### config.mk
export PLATFORM = sky130hd
export DESIGN_NAME = bpc_byte_packer
export DESIGN_NICKNAME = d
export VERILOG_FILES = /design/src/rtl/bpc_byte_packer_pkg.sv /design/src/rtl/bpc_word_fifo.sv /design/src/rtl/bpc_byte_packer.sv
export SDC_FILE = /design/constraint.sdc
export NUM_CORES = 1
export LEC_CHECK = 0
export CAP_MARGIN = 40
export CORE_MARGIN = 3
export CORE_UTILIZATION = 40
export CTS_CLUSTER_SIZE = 8
export DETAILED_ROUTE_END_ITERATION = 7
export PLACE_DENSITY = 0.56
export SLEW_MARGIN = 20
export SYNTH_ARGS = -nofsm -noshare
export SYNTH_HDL_FRONTEND = slang
export SYNTH_SLANG_ARGS = --single-unit
### constraint.sdc
create_clock -name clk_rd -period 10.2 [get_ports clk_rd]
set_clock_uncertainty 0.15 [all_clocks]
set_input_delay 2.04 -clock clk_rd [delete_from_list [all_inputs] [get_ports clk_rd]]
set_output_delay 2.04 -clock clk_rd [all_outputs]
set_load 0.01 [all_outputs]
### src/rtl/bpc_byte_packer_pkg.sv
// Shared types for the byte packer: FSM states, the FIFO word layout and the
// partial-word byte-enable helper.
package bpc_byte_packer_pkg;

  localparam int BPC_WORD_BYTES = 4;

  typedef enum logic [1:0] {
    ST_IDLE  = 2'd0,
    ST_ACCUM = 2'd1,
    ST_FLUSH = 2'd2
  } bpc_state_t;

  typedef struct packed {
    logic        last;
    logic [3:0]  be;
    logic [31:0] data;
  } bpc_word_t;

  // MSB-aligned enable mask for a word holding pos bytes
  function automatic logic [3:0] part_be(input logic [1:0] pos);
    case (pos)
      2'd1:    part_be = 4'h8;
      2'd2:    part_be = 4'hC;
      2'd3:    part_be = 4'hE;
      default: part_be = 4'h0;
    endcase
  endfunction

endpackage

### src/rtl/bpc_word_fifo.sv
// Synchronous first-word-fall-through FIFO of packed codestream words.
module bpc_word_fifo
  import bpc_byte_packer_pkg::*;
#(
  parameter int DEPTH = 8,
  parameter int AW    = 3
) (
  input  logic          clk,
  input  logic          clr,
  input  logic          push,
  input  bpc_word_t     wdata,
  input  logic          pop,
  output bpc_word_t     rdata,
  output logic [AW:0]   count,
  output logic          empty
);

  bpc_word_t     mem [DEPTH];
  logic [AW-1:0] wr_ptr, rd_ptr;
  logic          full, do_push, do_pop;

  assign empty   = (count == '0);
  assign full    = (count == (AW+1)'(DEPTH));
  assign do_push = push && !full;
  assign do_pop  = pop && !empty;
  assign rdata   = mem[rd_ptr];

  always_ff @(posedge clk) begin
    if (clr) begin
      wr_ptr <= '0;
      rd_ptr <= '0;
      count  <= '0;
    end else begin
      if (do_push) wr_ptr <= wr_ptr + 1'b1;
      if (do_pop)  rd_ptr <= rd_ptr + 1'b1;
      case ({do_push, do_pop})
        2'b10:   count <= count + 1'b1;
        2'b01:   count <= count - 1'b1;
        default: count <= count;
      endcase
    end
  end

  // Storage needs no reset: the count gates every read.
  always_ff @(posedge clk) begin
    if (do_push) mem[wr_ptr] <= wdata;
  end

  // The stop_rd threshold upstream must keep the FIFO from ever overflowing.
  a_no_overflow: assert property (@(posedge clk) disable iff (clr) !(push && full));

endmodule

### src/rtl/bpc_byte_packer.sv
// Packs the arbiter's serial MQ byte stream into 32-bit big-endian words,
// closing each code-block segment with a byte-enabled last word.
module bpc_byte_packer
  import bpc_byte_packer_pkg::*;
#(
  parameter int DEPTH = 8,
  parameter int AW    = 3
) (
  input  logic        clk_rd,
  input  logic        rst,
  input  logic        rst_syn,
  input  logic [7:0]  fifo_out,
  input  logic [9:0]  rd_vld,
  input  logic        start_aga,
  output logic        stop_rd,
  output logic [31:0] word_out,
  output logic [3:0]  word_be,
  output logic        word_last,
  output logic        word_vld,
  input  logic        word_rdy,
  output logic [15:0] byte_cnt
);

  bpc_state_t  state, state_nxt;
  logic        clr, byte_vld_d;
  logic [31:0] pack_reg, reg_nxt;
  logic [1:0]  pos, pos_nxt;
  logic        full, full_nxt;
  logic        push, pop, fifo_empty;
  bpc_word_t   push_word, head;
  logic [AW:0] fifo_cnt;

  assign clr = !rst || rst_syn;

  always_ff @(posedge clk_rd) begin
    if (clr) begin
      state      <= ST_IDLE;
      byte_vld_d <= 1'b0;
      pack_reg   <= '0;
      pos        <= '0;
      full       <= 1'b0;
      byte_cnt   <= '0;
    end else begin
      state      <= state_nxt;
      byte_vld_d <= |rd_vld;
      pack_reg   <= reg_nxt;
      pos        <= pos_nxt;
      full       <= full_nxt;
      if (byte_vld_d && byte_cnt != 16'hFFFF) byte_cnt <= byte_cnt + 16'd1;
    end
  end

  always_comb begin
    state_nxt = state;
    reg_nxt   = pack_reg;
    pos_nxt   = pos;
    full_nxt  = full;
    push      = 1'b0;
    push_word = '0;
    case (state)
      ST_IDLE, ST_ACCUM: begin
        if (byte_vld_d) begin
          state_nxt = ST_ACCUM;
          if (full) begin
            // held word leaves as the next byte starts a fresh one
            push      = 1'b1;
            push_word = '{last: 1'b0, be: 4'hF, data: pack_reg};
            reg_nxt   = {fifo_out, 24'h0};
            pos_nxt   = 2'd1;
            full_nxt  = 1'b0;
          end else begin
            reg_nxt  = pack_reg | ({fifo_out, 24'h0} >> {pos, 3'b000});
            pos_nxt  = pos + 2'd1;
            full_nxt = (pos == 2'd3);
          end
        end else if (state == ST_ACCUM && start_aga) begin
          state_nxt = ST_FLUSH;
        end
      end
      ST_FLUSH: begin
        push      = 1'b1;
        push_word = '{last: 1'b1, be: (full ? 4'hF : part_be(pos)), data: pack_reg};
        reg_nxt   = '0;
        pos_nxt   = '0;
        full_nxt  = 1'b0;
        state_nxt = ST_IDLE;
        // a straggler byte opens the next segment instead of being lost
        if (byte_vld_d) begin
          reg_nxt   = {fifo_out, 24'h0};
          pos_nxt   = 2'd1;
          state_nxt = ST_ACCUM;
        end
      end
      default: state_nxt = ST_IDLE;
    endcase
  end

  bpc_word_fifo #(.DEPTH(DEPTH), .AW(AW)) u_fifo (
    .clk   (clk_rd),
    .clr   (clr),
    .push  (push),
    .wdata (push_word),
    .pop   (pop),
    .rdata (head),
    .count (fifo_cnt),
    .empty (fifo_empty)
  );

  assign word_vld  = !fifo_empty;
  assign pop       = word_vld && word_rdy;
  assign word_out  = word_vld ? head.data : 32'h0;
  assign word_be   = word_vld ? head.be   : 4'h0;
  assign word_last = word_vld ? head.last : 1'b0;

  // Two slots of headroom: one byte still in flight and the held word.
  assign stop_rd = (int'(fifo_cnt) + 2 >= DEPTH) || (state == ST_FLUSH);

endmodule

# After elaboration in Yosys (flattened, before gate mapping)

Memories as Yosys holds them, arrays and structs flattened. A register that Yosys moved wholly into a read port is not among the register bits.
Index checks and enable logic that the tools add are counted.
W data, S select, Z words.

Eq/ne operators: 11
Multiplexer cells: 30
Reduce and logical (&&, ||, !) cells: 17
Order comparisons: 1
Bitwise operators: 1
Shifts and indexed selects: 1
Add/subtract/negate cells: 7

Operator list:

| cell                    | count |
|---|---|
| $mux W32                | 4 |
| $pmux W37 S2            | 1 |
| $mux W36                | 2 |
| $pmux W32 S2            | 1 |
| $or A32 B32 Y32         | 1 |
| $shr A32 B5 Y32         | 1 |
| $add A16 B1 Y16 const B | 1 |
| $ne A16 B16 Y1 const B  | 1 |
| $pmux W4 S3             | 1 |
| $reduce_or A10 Y1       | 1 |
| $eq A2 B2 Y1 const B    | 4 |
| $mux W1                 | 8 |
| $mux W2                 | 4 |
| $mux W4                 | 2 |
| $pmux W2 S2             | 2 |
| $pmux W4 S2             | 1 |
| $add A3 B1 Y3 const B   | 2 |
| $eq A2 B1 Y1 const B    | 3 |
| $mux W3                 | 2 |
| $add A4 B2 Y5 const B   | 1 |
| $ge A5 B4 Y1 const B    | 1 |
| $logic_and A1 B1 Y1     | 5 |
| $add A4 B1 Y4 const B   | 1 |
| $eq A4 B4 Y1 const B    | 1 |
| 12 further kinds        | 17 |

Output and inout bits: 55
Memories: 1
Flip-flop bits (word level): 64
Logic and storage cells: 78
Memory bits (writable): 296
Input port bits: 23

Memory list:

| memory     | words | width | read ports | clocked after memory_dff | write ports | line                | source |
|---|---|---|---|---|---|---|---|
| u_fifo.mem | 8     | 37    | 1          | 1                        | 1           | bpc_word_fifo.sv:18 | `bpc_word_t mem [DEPTH];` |

# Depth between registers and ports, before layout

Depth in word-level cells: 6
Mapped depth: 12
Mapped depth without buffers: 10

# Cells and area by module

A second synthesis with hierarchy kept.

Cells, all modules: 835
Area, all modules: 14617.8 um2

By module, submodules not included:

| module          | cells each | area each (um2) | instances |
|---|---|---|---|
| bpc_word_fifo   | 502        | 11840.1         | 1 |
| bpc_byte_packer | 333        | 2777.7          | 1 |

# Least setup slack after synthesis

No wires, ideal clock.

Path kind: reg2reg
Start point: register u_fifo.count[1]
End point: memory u_fifo.mem[2][0] in the netlist's numbering, enable pin
Data required time: 9513 ps
Path slack: 4561 ps
Clock period less this slack: 5639 ps
Cell stages (with the launch flop): 6
Arrival time: 4952 ps
Cell sequence: dfxtp_1 > clkbuf_1 > nor4b_1 > a21oi_1 > inv_2 > nor4b_1

Word-level cells in the longest chain between the ends: 5

RTL lines:

| item                          | line                | source |
|---|---|---|
| start: declaration            | bpc_word_fifo.sv:14 | `output logic [AW:0] count,` |
| start signal: assignment      | bpc_word_fifo.sv:37 | `2'b10: count <= count + 1'b1;` |
| start signal: assignment      | bpc_word_fifo.sv:38 | `2'b01: count <= count - 1'b1;` |
| start signal: assignment      | bpc_word_fifo.sv:39 | `default: count <= count;` |
| $eq A4 B4 Y1                  | bpc_word_fifo.sv:23 | `assign full = (count == (AW+1)'(DEPTH));` |
| $logic_not A1 Y1              | bpc_word_fifo.sv:24 | `assign do_push = push && !full;` |
| $logic_and A1 B1 Y1           | bpc_word_fifo.sv:24 |  |
| $mux W1                       | bpc_word_fifo.sv:46 | `if (do_push) mem[wr_ptr] <= wdata;` |
| $mux W1 (not written as such) | bpc_word_fifo.sv:46 |  |
| end: declaration              | bpc_word_fifo.sv:18 |  |

Every way passes these cells.

==> flow_metrics.env <==
export IMPL_synth_most_common_cell="edfxtp_1"
export IMPL_clk_insertion_delay_late_ps=540
export IMPL_crit_chain="buf_4, buf_16, mux4_2, mux2i_1, nor2_1, clkdlybuf4s50_1"
export IMPL_drt_first_iter_violations=450
export IMPL_fin_crit_sh_pct=53.83
export IMPL_numCtsBuffers=51
export IMPL_io_pins=78
export IMPL_synth_flop_cell="edfxtp_1"
export IMPL_cpMaxStageDelayCell="dfxtp_4"
export IMPL_critPathCaptureType="output port"
export IMPL_path_clk_slew_ps=50
export IMPL_fin_tns_setup_ps=0
export IMPL_finalNonFillerCells=1442
export IMPL_place_inst=1345
export IMPL_gp_congestion=0.7335
export IMPL_postLayoutCoreUtil_pct=49.37
export IMPL_max_freq_ghz=0.1821
export IMPL_synthTopCellsByCount="edfxtp_1, nor2_1, mux4_2, dfxtp_1, a21oi_1"
export IMPL_drive_gt1_share_pct=17.63
export IMPL_postSynthCellCount=831
export IMPL_start_util_pct=40.92
export IMPL_ctsResizeCount=0
export IMPL_drcViolationCount=0
export IMPL_cap_violations=0
export IMPL_ys_warn_count=0
export IMPL_hold_path_class="reg -> reg"
export IMPL_syn_avg_cell_area_sq_um=17.18
export IMPL_ys_seq_elements=363
export IMPL_cts_root_buf="clkbuf_16"
export IMPL_layout_setup_ws_ps=4709
export IMPL_fin_crit_ps=5491
export IMPL_synth_top_area_cell="edfxtp_1"
export IMPL_grt_overflow_total=0
export IMPL_core_area_sq_mm=0.03488
export IMPL_cts_setup_buffers=0
export IMPL_vias_per_cell=5.325
export IMPL_path_class="reg -> out"
export IMPL_final_hold_viol_count=0
export IMPL_combPwrFrac_pct=0.9
export IMPL_switching_power_uw=608.5
export IMPL_grt_max_degree=46
export IMPL_p_int_mw=2.570
export IMPL_crit_buf_inv=3
export IMPL_worstPathArrival_ps=3300
export IMPL_switching_share_pct=19.14
export IMPL_worstPathRequired_ps=8010
export IMPL_slew_headroom_pct=47.11
export IMPL_async_reset_ff_share_pct=0
export IMPL_cp_max_fo=34
export IMPL_rows=68
export IMPL_ant_nets=0
export IMPL_die_w_microns=194.9
export IMPL_power_density_mw_per_mm2=184.6
export IMPL_fill_cells=2975
export IMPL_port_buffers=77
export IMPL_synth_distinct_cells=50
export IMPL_reg2reg_slack_ps=7100
export IMPL_dieArea_sq_mm=0.03799
export IMPL_synth_area_sq_mm=0.01427
export IMPL_drt_pass1_iterations=4
export IMPL_largest_reg_flops=296
export IMPL_hpwlAfterDp_microns=17580
export IMPL_slowest_delay_ps=670
export IMPL_critPathTopFamily="buffers and inverters"
export IMPL_power_frac_seq_pct=49.9
export IMPL_die_y_microns=194.9
export IMPL_dpl_worst_slack_ps=5116
export IMPL_rsz0062_at_grt="no"
export IMPL_areaGrowthSynthToFinish_pct=20.65
export IMPL_worstMarginPinSlew_ps=791.5
export IMPL_finalPower_mw=3.179
export IMPL_cts_sinks=363
export IMPL_synth_top_area_share_pct=62.27
export IMPL_ir_worst_vdd_v=0.0001413
export IMPL_critPathLaunchType="register"
export IMPL_seq_area_frac_synth_pct=71.66
export IMPL_p_leak_nw=4.680
export IMPL_status="finished, final reports clean"
export IMPL_htree_levels=2
export IMPL_vias=7679
export IMPL_slew_violations=0
export IMPL_wire_per_inst_microns=21.66
export IMPL_grt_pass1_wl_microns=47970
export IMPL_grt_pass1_vias=7924
export IMPL_syn_nets=864
export IMPL_wirelength_microns=31230
export IMPL_synthTopCellsByArea="edfxtp_1, mux4_2, dfxtp_1"
export IMPL_synth_edf_count=296
export IMPL_finalSetupViolCount=0
export IMPL_antenna_found_initial=1
export IMPL_tritoncts="yes"
export IMPL_diodes=0
export IMPL_grt_usage_pct=16.43
export IMPL_fin_nets=977
export IMPL_cts_path_max_buffers=3
export IMPL_cts_hold_buffers=0
export IMPL_p_clk_share_pct=49.2
==> per-stage QoR <==
step | hold WS, ps | cell area (sq um)
after floorplan | 279.0 | 14270
after global placement | 289.7 | 15660
after detailed placement | 295.7 | 15700
after CTS | 309.2 | 17220
after global routing | 328.5 | 17220
final | 309.9 | 17220
==> worst register-to-register path, delay by kind of cell, from the launching register on <==
kind | cells | cell delay (ps)
and+or+nand+nor | 2 | 600
buffers and inverters | 3 | 890
AOI/OAI and AO/OA | 1 | 400
DFF | 1 | 680
==> logic make-up after synthesis <==
family | Yosys count | share of synthesized area (%)
DFF | 363 | 71.66
AOI/OAI and AO/OA | 84 | 3.681
muxes | 115 | 14.55
and+or+nand+nor | 201 | 7.319
adders and majority gates | 10 | 0.8765
xor gates and xnor gates | 7 | 0.4295
buffers and inverters | 51 | 1.481
==> path summary, 6_finish.rpt <==
kind / start / endpoint / cells after the start
max: register / word_out[25] / 6
min: pack_reg[11] / pack_reg[11] / 2
max reg2reg: byte_vld_d / u_fifo.mem[3][8] / 6
min reg2reg: pack_reg[11] / pack_reg[11] / 2
==> power groups by stage <==
stage | Combinational (mW) | Sequential [mW] | Clock, mW
2_1_floorplan | 0.0114 | 1.61 | 0
3_3_place_gp | 0.0275 | 1.61 | 0
3_5_place_dp | 0.0275 | 1.61 | 0
4_1_cts | 0.0276 | 1.59 | 1.61
5_1_grt | 0.0291 | 1.58 | 1.67
6_report | 0.0273 | 1.59 | 1.56
==> layout by cell type, fill, tap and decap left out, types with 15 or more instances in the layout <==
| cell type | n |
|---|---|
| a21oi_1 | 42 |
| buf_4 | 21 |
| clkbuf_1 | 40 |
| clkbuf_16 | 53 |
| clkdlybuf4s50_1 | 77 |
| dfxtp_1 | 64 |
| edfxtp_1 | 296 |
| mux2i_1 | 41 |
| mux4_2 | 74 |
| nand2_1 | 18 |
| nor2_1 | 78 |
| nor2b_1 | 32 |
| o21ai_0 | 15 |
==> metal layers <==
layer  global-route usage [%]  vias to the layer above  wire [microns]
met5                        0                        -              13
met4                    3.882                        2             559
met3                    3.155                       46            1446
met1                    22.95                     3929           14110
li1                         -                     3523               -
met2                    26.92                      179           15100
==> final cells by class <==
type / count / area [sq um] / area share (%)
clock buffers: 94 / 1490 / 8.652
clock inverters: 2 / 25.02 / 0.1453
inverters: 9 / 33.78 / 0.1961
multi-input cells: 417 / 3886 / 22.56
flip-flops and latches: 363 / 10240 / 59.45
well taps: 455 / 569.3 / 3.305
repair buffers: 102 / 979.7 / 5.688
(Power assumes the default switching activity.)
